`config.mk`:
```
export PLATFORM = sky130hd
export DESIGN_NAME = sprite_write_arbiter
export DESIGN_NICKNAME = d
export VERILOG_FILES = /design/src/rtl/sprite_write_arbiter.sv
export SDC_FILE = /design/constraint.sdc
export NUM_CORES = 1
export LEC_CHECK = 0
export CORE_ASPECT_RATIO = 1.5
export CORE_MARGIN = 2
export CORE_UTILIZATION = 35
export DETAILED_ROUTE_END_ITERATION = 16
export HOLD_SLACK_MARGIN = 0.02
export PLACE_DENSITY = 0.7
export SLEW_MARGIN = 10
export SYNTH_ARGS = -nofsm -noshare
export SYNTH_HDL_FRONTEND = slang
export SYNTH_SLANG_ARGS = --single-unit
```
`constraint.sdc`:
```
create_clock -name Clk -period 6.84 [get_ports Clk]
set_input_delay 0.684 -clock Clk [delete_from_list [all_inputs] [get_ports Clk]]
set_output_delay 0.684 -clock Clk [all_outputs]
set_load 0.01 [all_outputs]
```
`src/rtl/sprite_write_arbiter.sv`:
```
// -----------------------------------------------------------------------------
// sprite_write_arbiter
//
// Sequences every write into the back half of the double-buffered frame store.
// Drawing engines raise single-pixel write requests; one is granted per cycle
// in round-robin order. Transparent and out-of-range pixels are granted but
// not written. Front and back buffers swap on the VS falling edge once every
// drawer has reported done for the frame.
//
// Build option:
//   ARB_CLEAR_EN  defined   -> a CLEAR state fills the back buffer with BG_PIX
//                              after reset and after every swap.
//                 undefined -> no CLEAR state or counter; reset and swap go
//                              straight to DRAW.
//
// Ports:
//   Clk          system clock
//   Reset        synchronous, active-high reset
//   VS           vertical sync, active-low
//   req          per-requester write request (level)
//   done         per-requester frame-drawing-finished (level)
//   wr_x, wr_y   packed 10-bit coordinates, requester i at [10i+9:10i]
//   wr_pix       packed PIX_W-bit pixel codes
//   gnt          one-hot grant (combinational)
//   fb_we        back-buffer write enable (registered)
//   fb_addr      back-buffer address x + y*FB_W (registered)
//   fb_wdata     back-buffer write data (registered)
//   buf_sel      0: top buffer is front, 1: bottom buffer is front
//   frame_start  one-cycle pulse coinciding with the swap
//   overrun      sticky: VS fell before the frame was complete
// -----------------------------------------------------------------------------
module sprite_write_arbiter #(
    parameter int               NUM_REQ     = 4,
    parameter int               FB_W        = 24,
    parameter int               FB_H        = 45,
    parameter int               PIX_W       = 5,
    parameter logic [PIX_W-1:0] TRANSPARENT = 5'h15,
    parameter logic [PIX_W-1:0] BG_PIX      = 5'h00
) (
    input  logic                     Clk,
    input  logic                     Reset,
    input  logic                     VS,
    input  logic [NUM_REQ-1:0]       req,
    input  logic [NUM_REQ-1:0]       done,
    input  logic [NUM_REQ*10-1:0]    wr_x,
    input  logic [NUM_REQ*10-1:0]    wr_y,
    input  logic [NUM_REQ*PIX_W-1:0] wr_pix,
    output logic [NUM_REQ-1:0]       gnt,
    output logic                     fb_we,
    output logic [10:0]              fb_addr,
    output logic [PIX_W-1:0]         fb_wdata,
    output logic                     buf_sel,
    output logic                     frame_start,
    output logic                     overrun
);

    localparam int PTR_W   = (NUM_REQ > 1) ? $clog2(NUM_REQ) : 1;
    localparam int CW      = PTR_W + 1;
    localparam int FB_SIZE = FB_W * FB_H;

    typedef enum logic [1:0] {
        ST_CLEAR   = 2'd0,
        ST_DRAW    = 2'd1,
        ST_WAIT_VS = 2'd2,
        ST_SWAP    = 2'd3
    } state_e;

`ifdef ARB_CLEAR_EN
    localparam state_e ST_INIT = ST_CLEAR;
`else
    localparam state_e ST_INIT = ST_DRAW;
`endif

    state_e              state_q, state_d;
    logic [PTR_W-1:0]    rr_ptr_q, rr_ptr_d;
    logic [NUM_REQ-1:0]  done_mask_q, done_mask_d;
    logic                vs_q;
    logic                fb_we_q, fb_we_d;
    logic [10:0]         fb_addr_q, fb_addr_d;
    logic [PIX_W-1:0]    fb_wdata_q, fb_wdata_d;
    logic                buf_sel_q, buf_sel_d;
    logic                frame_start_q, frame_start_d;
    logic                overrun_q, overrun_d;
`ifdef ARB_CLEAR_EN
    logic [10:0]         clr_cnt_q, clr_cnt_d;
`endif

    logic                gnt_any_s;
    logic [PTR_W-1:0]    gnt_idx_s;
    logic [CW-1:0]       cand_s;
    logic [CW-1:0]       nxt_ptr_s;
    logic [9:0]          sel_x_s;
    logic [9:0]          sel_y_s;
    logic [PIX_W-1:0]    sel_pix_s;
    logic                pix_ok_s;
    logic                vs_fall_s;

    assign vs_fall_s = vs_q & ~VS;

    // Round-robin search: first asserted request at or after rr_ptr.
    always_comb begin
        gnt_any_s = 1'b0;
        gnt_idx_s = '0;
        cand_s    = '0;
        for (int k = 0; k < NUM_REQ; k++) begin
            cand_s = {1'b0, rr_ptr_q} + CW'(k);
            cand_s = (cand_s >= CW'(NUM_REQ)) ? (cand_s - CW'(NUM_REQ)) : cand_s;
            if (!gnt_any_s && req[cand_s[PTR_W-1:0]]) begin
                gnt_any_s = 1'b1;
                gnt_idx_s = cand_s[PTR_W-1:0];
            end else begin
                gnt_any_s = gnt_any_s;
            end
        end
    end

    // Pointer that follows the winner, and the winner's coordinates/pixel.
    always_comb begin
        nxt_ptr_s = {1'b0, gnt_idx_s} + CW'(1);
        sel_x_s   = wr_x[32'(gnt_idx_s) * 10 +: 10];
        sel_y_s   = wr_y[32'(gnt_idx_s) * 10 +: 10];
        sel_pix_s = wr_pix[32'(gnt_idx_s) * PIX_W +: PIX_W];
        pix_ok_s  = (sel_pix_s != TRANSPARENT) &&
                    (32'(sel_x_s) < 32'(FB_W)) &&
                    (32'(sel_y_s) < 32'(FB_H));
    end

    // Grant is only visible while drawing and out of reset.
    always_comb begin
        gnt = '0;
        if ((state_q == ST_DRAW) && gnt_any_s && !Reset) begin
            gnt[gnt_idx_s] = 1'b1;
        end else begin
            gnt = '0;
        end
    end

    // Next-state, write-port and status logic.
    always_comb begin
        state_d       = state_q;
        rr_ptr_d      = rr_ptr_q;
        done_mask_d   = done_mask_q;
        fb_we_d       = 1'b0;
        fb_addr_d     = fb_addr_q;
        fb_wdata_d    = fb_wdata_q;
        buf_sel_d     = buf_sel_q;
        frame_start_d = 1'b0;
        overrun_d     = overrun_q;
`ifdef ARB_CLEAR_EN
        clr_cnt_d     = clr_cnt_q;
`endif
        case (state_q)
            ST_CLEAR: begin
`ifdef ARB_CLEAR_EN
                fb_we_d     = 1'b1;
                fb_addr_d   = clr_cnt_q;
                fb_wdata_d  = BG_PIX;
                done_mask_d = '0;
                overrun_d   = overrun_q | vs_fall_s;
                if (clr_cnt_q == 11'(FB_SIZE - 1)) begin
                    clr_cnt_d = 11'd0;
                    state_d   = ST_DRAW;
                end else begin
                    clr_cnt_d = clr_cnt_q + 11'd1;
                end
`else
                state_d = ST_DRAW;
`endif
            end
            ST_DRAW: begin
                // A VS edge while still drawing is too early: flag it, no swap.
                overrun_d   = overrun_q | vs_fall_s;
                done_mask_d = done_mask_q | done;
                if (gnt_any_s) begin
                    rr_ptr_d = (nxt_ptr_s >= CW'(NUM_REQ)) ? '0 : nxt_ptr_s[PTR_W-1:0];
                    if (pix_ok_s) begin
                        fb_we_d    = 1'b1;
                        fb_addr_d  = 11'(32'(sel_x_s) + 32'(sel_y_s) * 32'(FB_W));
                        fb_wdata_d = sel_pix_s;
                    end else begin
                        fb_we_d = 1'b0;
                    end
                end else begin
                    rr_ptr_d = rr_ptr_q;
                end
                if (&done_mask_d) begin
                    state_d = ST_WAIT_VS;
                end else begin
                    state_d = ST_DRAW;
                end
            end
            ST_WAIT_VS: begin
                // buf_sel and frame_start are registered on entry to SWAP so
                // they change in the same cycle the SWAP state is visible.
                if (vs_fall_s) begin
                    state_d       = ST_SWAP;
                    buf_sel_d     = ~buf_sel_q;
                    frame_start_d = 1'b1;
                end else begin
                    state_d = ST_WAIT_VS;
                end
            end
            ST_SWAP: begin
                done_mask_d = '0;
                state_d     = ST_INIT;
            end
            default: begin
                state_d = ST_INIT;
            end
        endcase
    end

    // State and output registers with synchronous reset.
    always_ff @(posedge Clk) begin
        if (Reset) begin
            state_q       <= ST_INIT;
            rr_ptr_q      <= '0;
            done_mask_q   <= '0;
            vs_q          <= 1'b1;
            fb_we_q       <= 1'b0;
            fb_addr_q     <= 11'd0;
            fb_wdata_q    <= '0;
            buf_sel_q     <= 1'b0;
            frame_start_q <= 1'b0;
            overrun_q     <= 1'b0;
        end else begin
            state_q       <= state_d;
            rr_ptr_q      <= rr_ptr_d;
            done_mask_q   <= done_mask_d;
            vs_q          <= VS;
            fb_we_q       <= fb_we_d;
            fb_addr_q     <= fb_addr_d;
            fb_wdata_q    <= fb_wdata_d;
            buf_sel_q     <= buf_sel_d;
            frame_start_q <= frame_start_d;
            overrun_q     <= overrun_d;
        end
    end

`ifdef ARB_CLEAR_EN
    // Clear address counter.
    always_ff @(posedge Clk) begin
        if (Reset) begin
            clr_cnt_q <= 11'd0;
        end else begin
            clr_cnt_q <= clr_cnt_d;
        end
    end
`endif

    assign fb_we       = fb_we_q;
    assign fb_addr     = fb_addr_q;
    assign fb_wdata    = fb_wdata_q;
    assign buf_sel     = buf_sel_q;
    assign frame_start = frame_start_q;
    assign overrun     = overrun_q;

endmodule

```
==> impl_metrics.json <==
{
  "status": "complete, no violations",
  "ys_ff_latch": 29,
  "final_cell_mix": "134 x clkdlybuf4s50_1, 48 x nand2_1, 29 x dfxtp_1",
  "grtUsageMet3_pct": 2.198,
  "boundaryPins": 135,
  "skew_ns": 0.002659,
  "crit_type": "input pin to register",
  "critPathMaxFanout": 39,
  "final_common_cell": "clkdlybuf4s50_1",
  "fin_hold_ws_ns": 0.4741,
  "pwr-share-clk_pct": 16.9,
  "cts_buffers": 5,
  "core_um2": 7958,
  "final_cells": 603,
  "drt-total-wl_um": 9438,
  "htreeDepth": 2,
  "ys_types": 61,
  "portBuffers": 134,
  "drv_cap": 0,
  "busiest_layer": "met2",
  "grtUsageTotal_pct": 21.03,
  "hold_path_class": "register to register",
  "antenna_found_initial": 0,
  "ys_seq_area_share_pct": 20.29,
  "grt_pass1_wl_um": 15150,
  "fmaxAchievable_mhz": 194.2,
  "postSynthCellCount": 376,
  "worstPathArrival_ns": 5.33,
  "p_sw_uw": 648.9,
  "place.gp.congestion": 0.8585,
  "antenna_cells": 0,
  "clock-sinks": 29,
  "tritoncts": "yes",
  "post-route-period-util_pct": 75.30,
  "grt_max_degree": 40,
  "ys.flop_type": "dfxtp_1",
  "first_global_vias": 3275,
  "cp_data_required_time_ns": 7.02,
  "start_util_pct": 35.96,
  "start_kind": "input pin",
  "power_density_nw_per_um2": 335.6,
  "grtUsageMet2_pct": 42.53,
  "die_y_um": 114.7,
  "dp.cells": 595,
  "worst-slew-pin-transition_ns": 0.8681,
  "nNetsFinal": 633,
  "antenna_left": 0,
  "maxSlewViolCount": 0,
  "min_period_ns": 5.150,
  "viasPerCell": 5.454,
  "hpwl_um": 7612,
  "use_met1_pct": 20.90,
  "cts-root-buf": "clkbuf_16",
  "layout-drive-gt1-share_pct": 8.233,
  "overflow": 0,
  "core.rowCount": 40,
  "drc": 0,
  "synthArstFlopShare_pct": 0,
  "num_vias": 3289,
  "post-cts-setup-buffer-count": 0,
  "cts_max_path_buffers": 2,
  "drt_iter0_drc": 190,
  "power_frac_seq_pct": 12.8,
  "ctsHoldBuffers": 0,
  "syn_area_um2": 2861,
  "finalSetupViolations": 0,
  "synth_edf_count": 0,
  "yosys_warnings": 0,
  "p_sw_share_pct": 43.97,
  "clk_pin_slew_worst_paths_ns": 0.05,
  "worst_skew_pair.late_latency_ns": 0.27,
  "cts_resized": 0,
  "synth_nets": 512,
  "final_core_util_pct": 55.25,
  "p_int_uw": 826.7,
  "comb_power_share_pct": 70.3,
  "slew-limit-headroom_pct": 42.13,
  "avgSynthCellArea_um2": 7.610,
  "rsz0062_at_grt": "no",
  "dr.pass1.iters": 4,
  "vdd_drop_max_v": 0.0001797,
  "hold_viol_final": 0,
  "leakagePower_uw": 0.001770,
  "dieArea_um2": 8930,
  "setup-tns-final_ns": 0,
  "wire_per_inst_um": 15.65,
  "worstSetupEndpointType": "register",
  "syn2layout_area_growth_pct": 53.65,
  "die_width_um": 77.83
}
==> through the flow <==
stage               total power, µW  setup slack (ns)  area (µm²)
finish                         1476             1.690        4397
global route                   1624             1.245        4397
CTS                            1477             1.692        4397
detailed placement             1221             1.425        4224
global placement               1196             1.725        4224
floorplan                     979.2             2.407        2861
==> sequential cells by signal (all words and copies together), names as in the netlist <==
| name | flops |
|---|---|
| frame_start | 1 |
| vs_q | 1 |
| rr_ptr_q | 2 |
| fb_we | 1 |
| fb_addr | 11 |
| fb_wdata | 5 |
| done_mask_q | 4 |
| overrun | 1 |
| buf_sel | 1 |
| state_q | 2 |
==> cells in the mapped netlist (3+ instances only) <==
master	number	share of area, %
nor2_1	20	2.6
a21o_1	3	0.79
and3_1	19	4.2
buf_2	7	1.2
inv_1	13	1.7
and3_2	7	1.8
xnor2_1	8	2.4
buf_6	5	2.0
a211oi_2	5	2.2
o21ai_0	20	3.5
dfxtp_1	29	20
mux2i_1	9	3.1
or3_1	5	1.1
a31o_2	3	0.92
a31oi_1	4	0.87
nand3_1	25	4.4
clkbuf_1	9	1.2
nand4_1	4	0.87
ha_1	24	10
a21oi_1	28	4.9
nor3_1	7	1.2
a211oi_1	17	4.5
o22ai_1	5	1.1
inv_2	3	0.39
nand2_1	48	6.3
==> power by group through the flow <==
stage | clock [µW] | sequential, µW | combinational, µW
finish | 250 | 189 | 1040
global route | 261 | 189 | 1170
CTS | 252 | 188 | 1040
detailed placement | 0 | 192 | 1030
global placement | 0 | 191 | 1010
floorplan | 0 | 189 | 790
==> logic make-up (layout without fill, tap and decap cells) <==
kind of cell / Yosys count / in the layout / synth area share [%]
mux: 9 / 9 / 3.148
flops: 29 / 29 / 20.29
buf+inv: 40 / 162 / 6.996
fa+ha+maj: 26 / 26 / 11.59
simple gates: 154 / 154 / 28.46
xor+xnor: 10 / 10 / 3.061
compound gates: 108 / 108 / 26.45
==> layout make-up <==
type                       count  area [µm²]
fill                         766        3561
clock buffer                   7       142.6
tap                          105       131.4
timing repair buffer         138        1371
multi-input combinational    307        2081
sequential                    29       580.6
clock inverter                 1       30.03
inverter                      16       60.06
==> worst max-delay path, cell delays in order <==
cell and delay, ns:
clkdlybuf4s50_1 0.60, nor2b_2 0.10, a211oi_2 0.36, nor2_4 0.05, inv_2 0.49, nand2_1 0.10, and3_1 0.20, a31oi_1 0.28
ha_1 0.33, inv_1 0.14, nor3_1 0.07, a2111oi_0 0.44, o211ai_1 0.16, ha_1 0.22, a2111oi_0 0.47, o21ai_0 0.20
a21oi_1 0.18, nand4_1 0.11, o311ai_1 0.12
==> final timing paths <==
| path | startpoint | to | slack (ns) | cells past startpoint |
|---|---|---|---|---|
| worst max-delay path | req[1] | fb_addr[10] | 1.69 | 19 |
| worst min-delay path | fb_addr[8] | fb_addr[8] | 0.47 | 2 |
| worst max register to register | rr_ptr_q[1] | fb_addr[10] | 2.15 | 18 |
| worst min register to register | fb_addr[8] | fb_addr[8] | 0.47 | 2 |
==> metal layers <==
| metal | vias up | routed length, µm |
|---|---|---|
| li1 | 1619 | - |
| met1 | 1561 | 3432 |
| met2 | 83 | 5358 |
| met3 | 26 | 280 |
| met4 | 0 | 366 |
| met5 | - | 0 |
No activity file was read; power rests on OpenSTA's default activity.
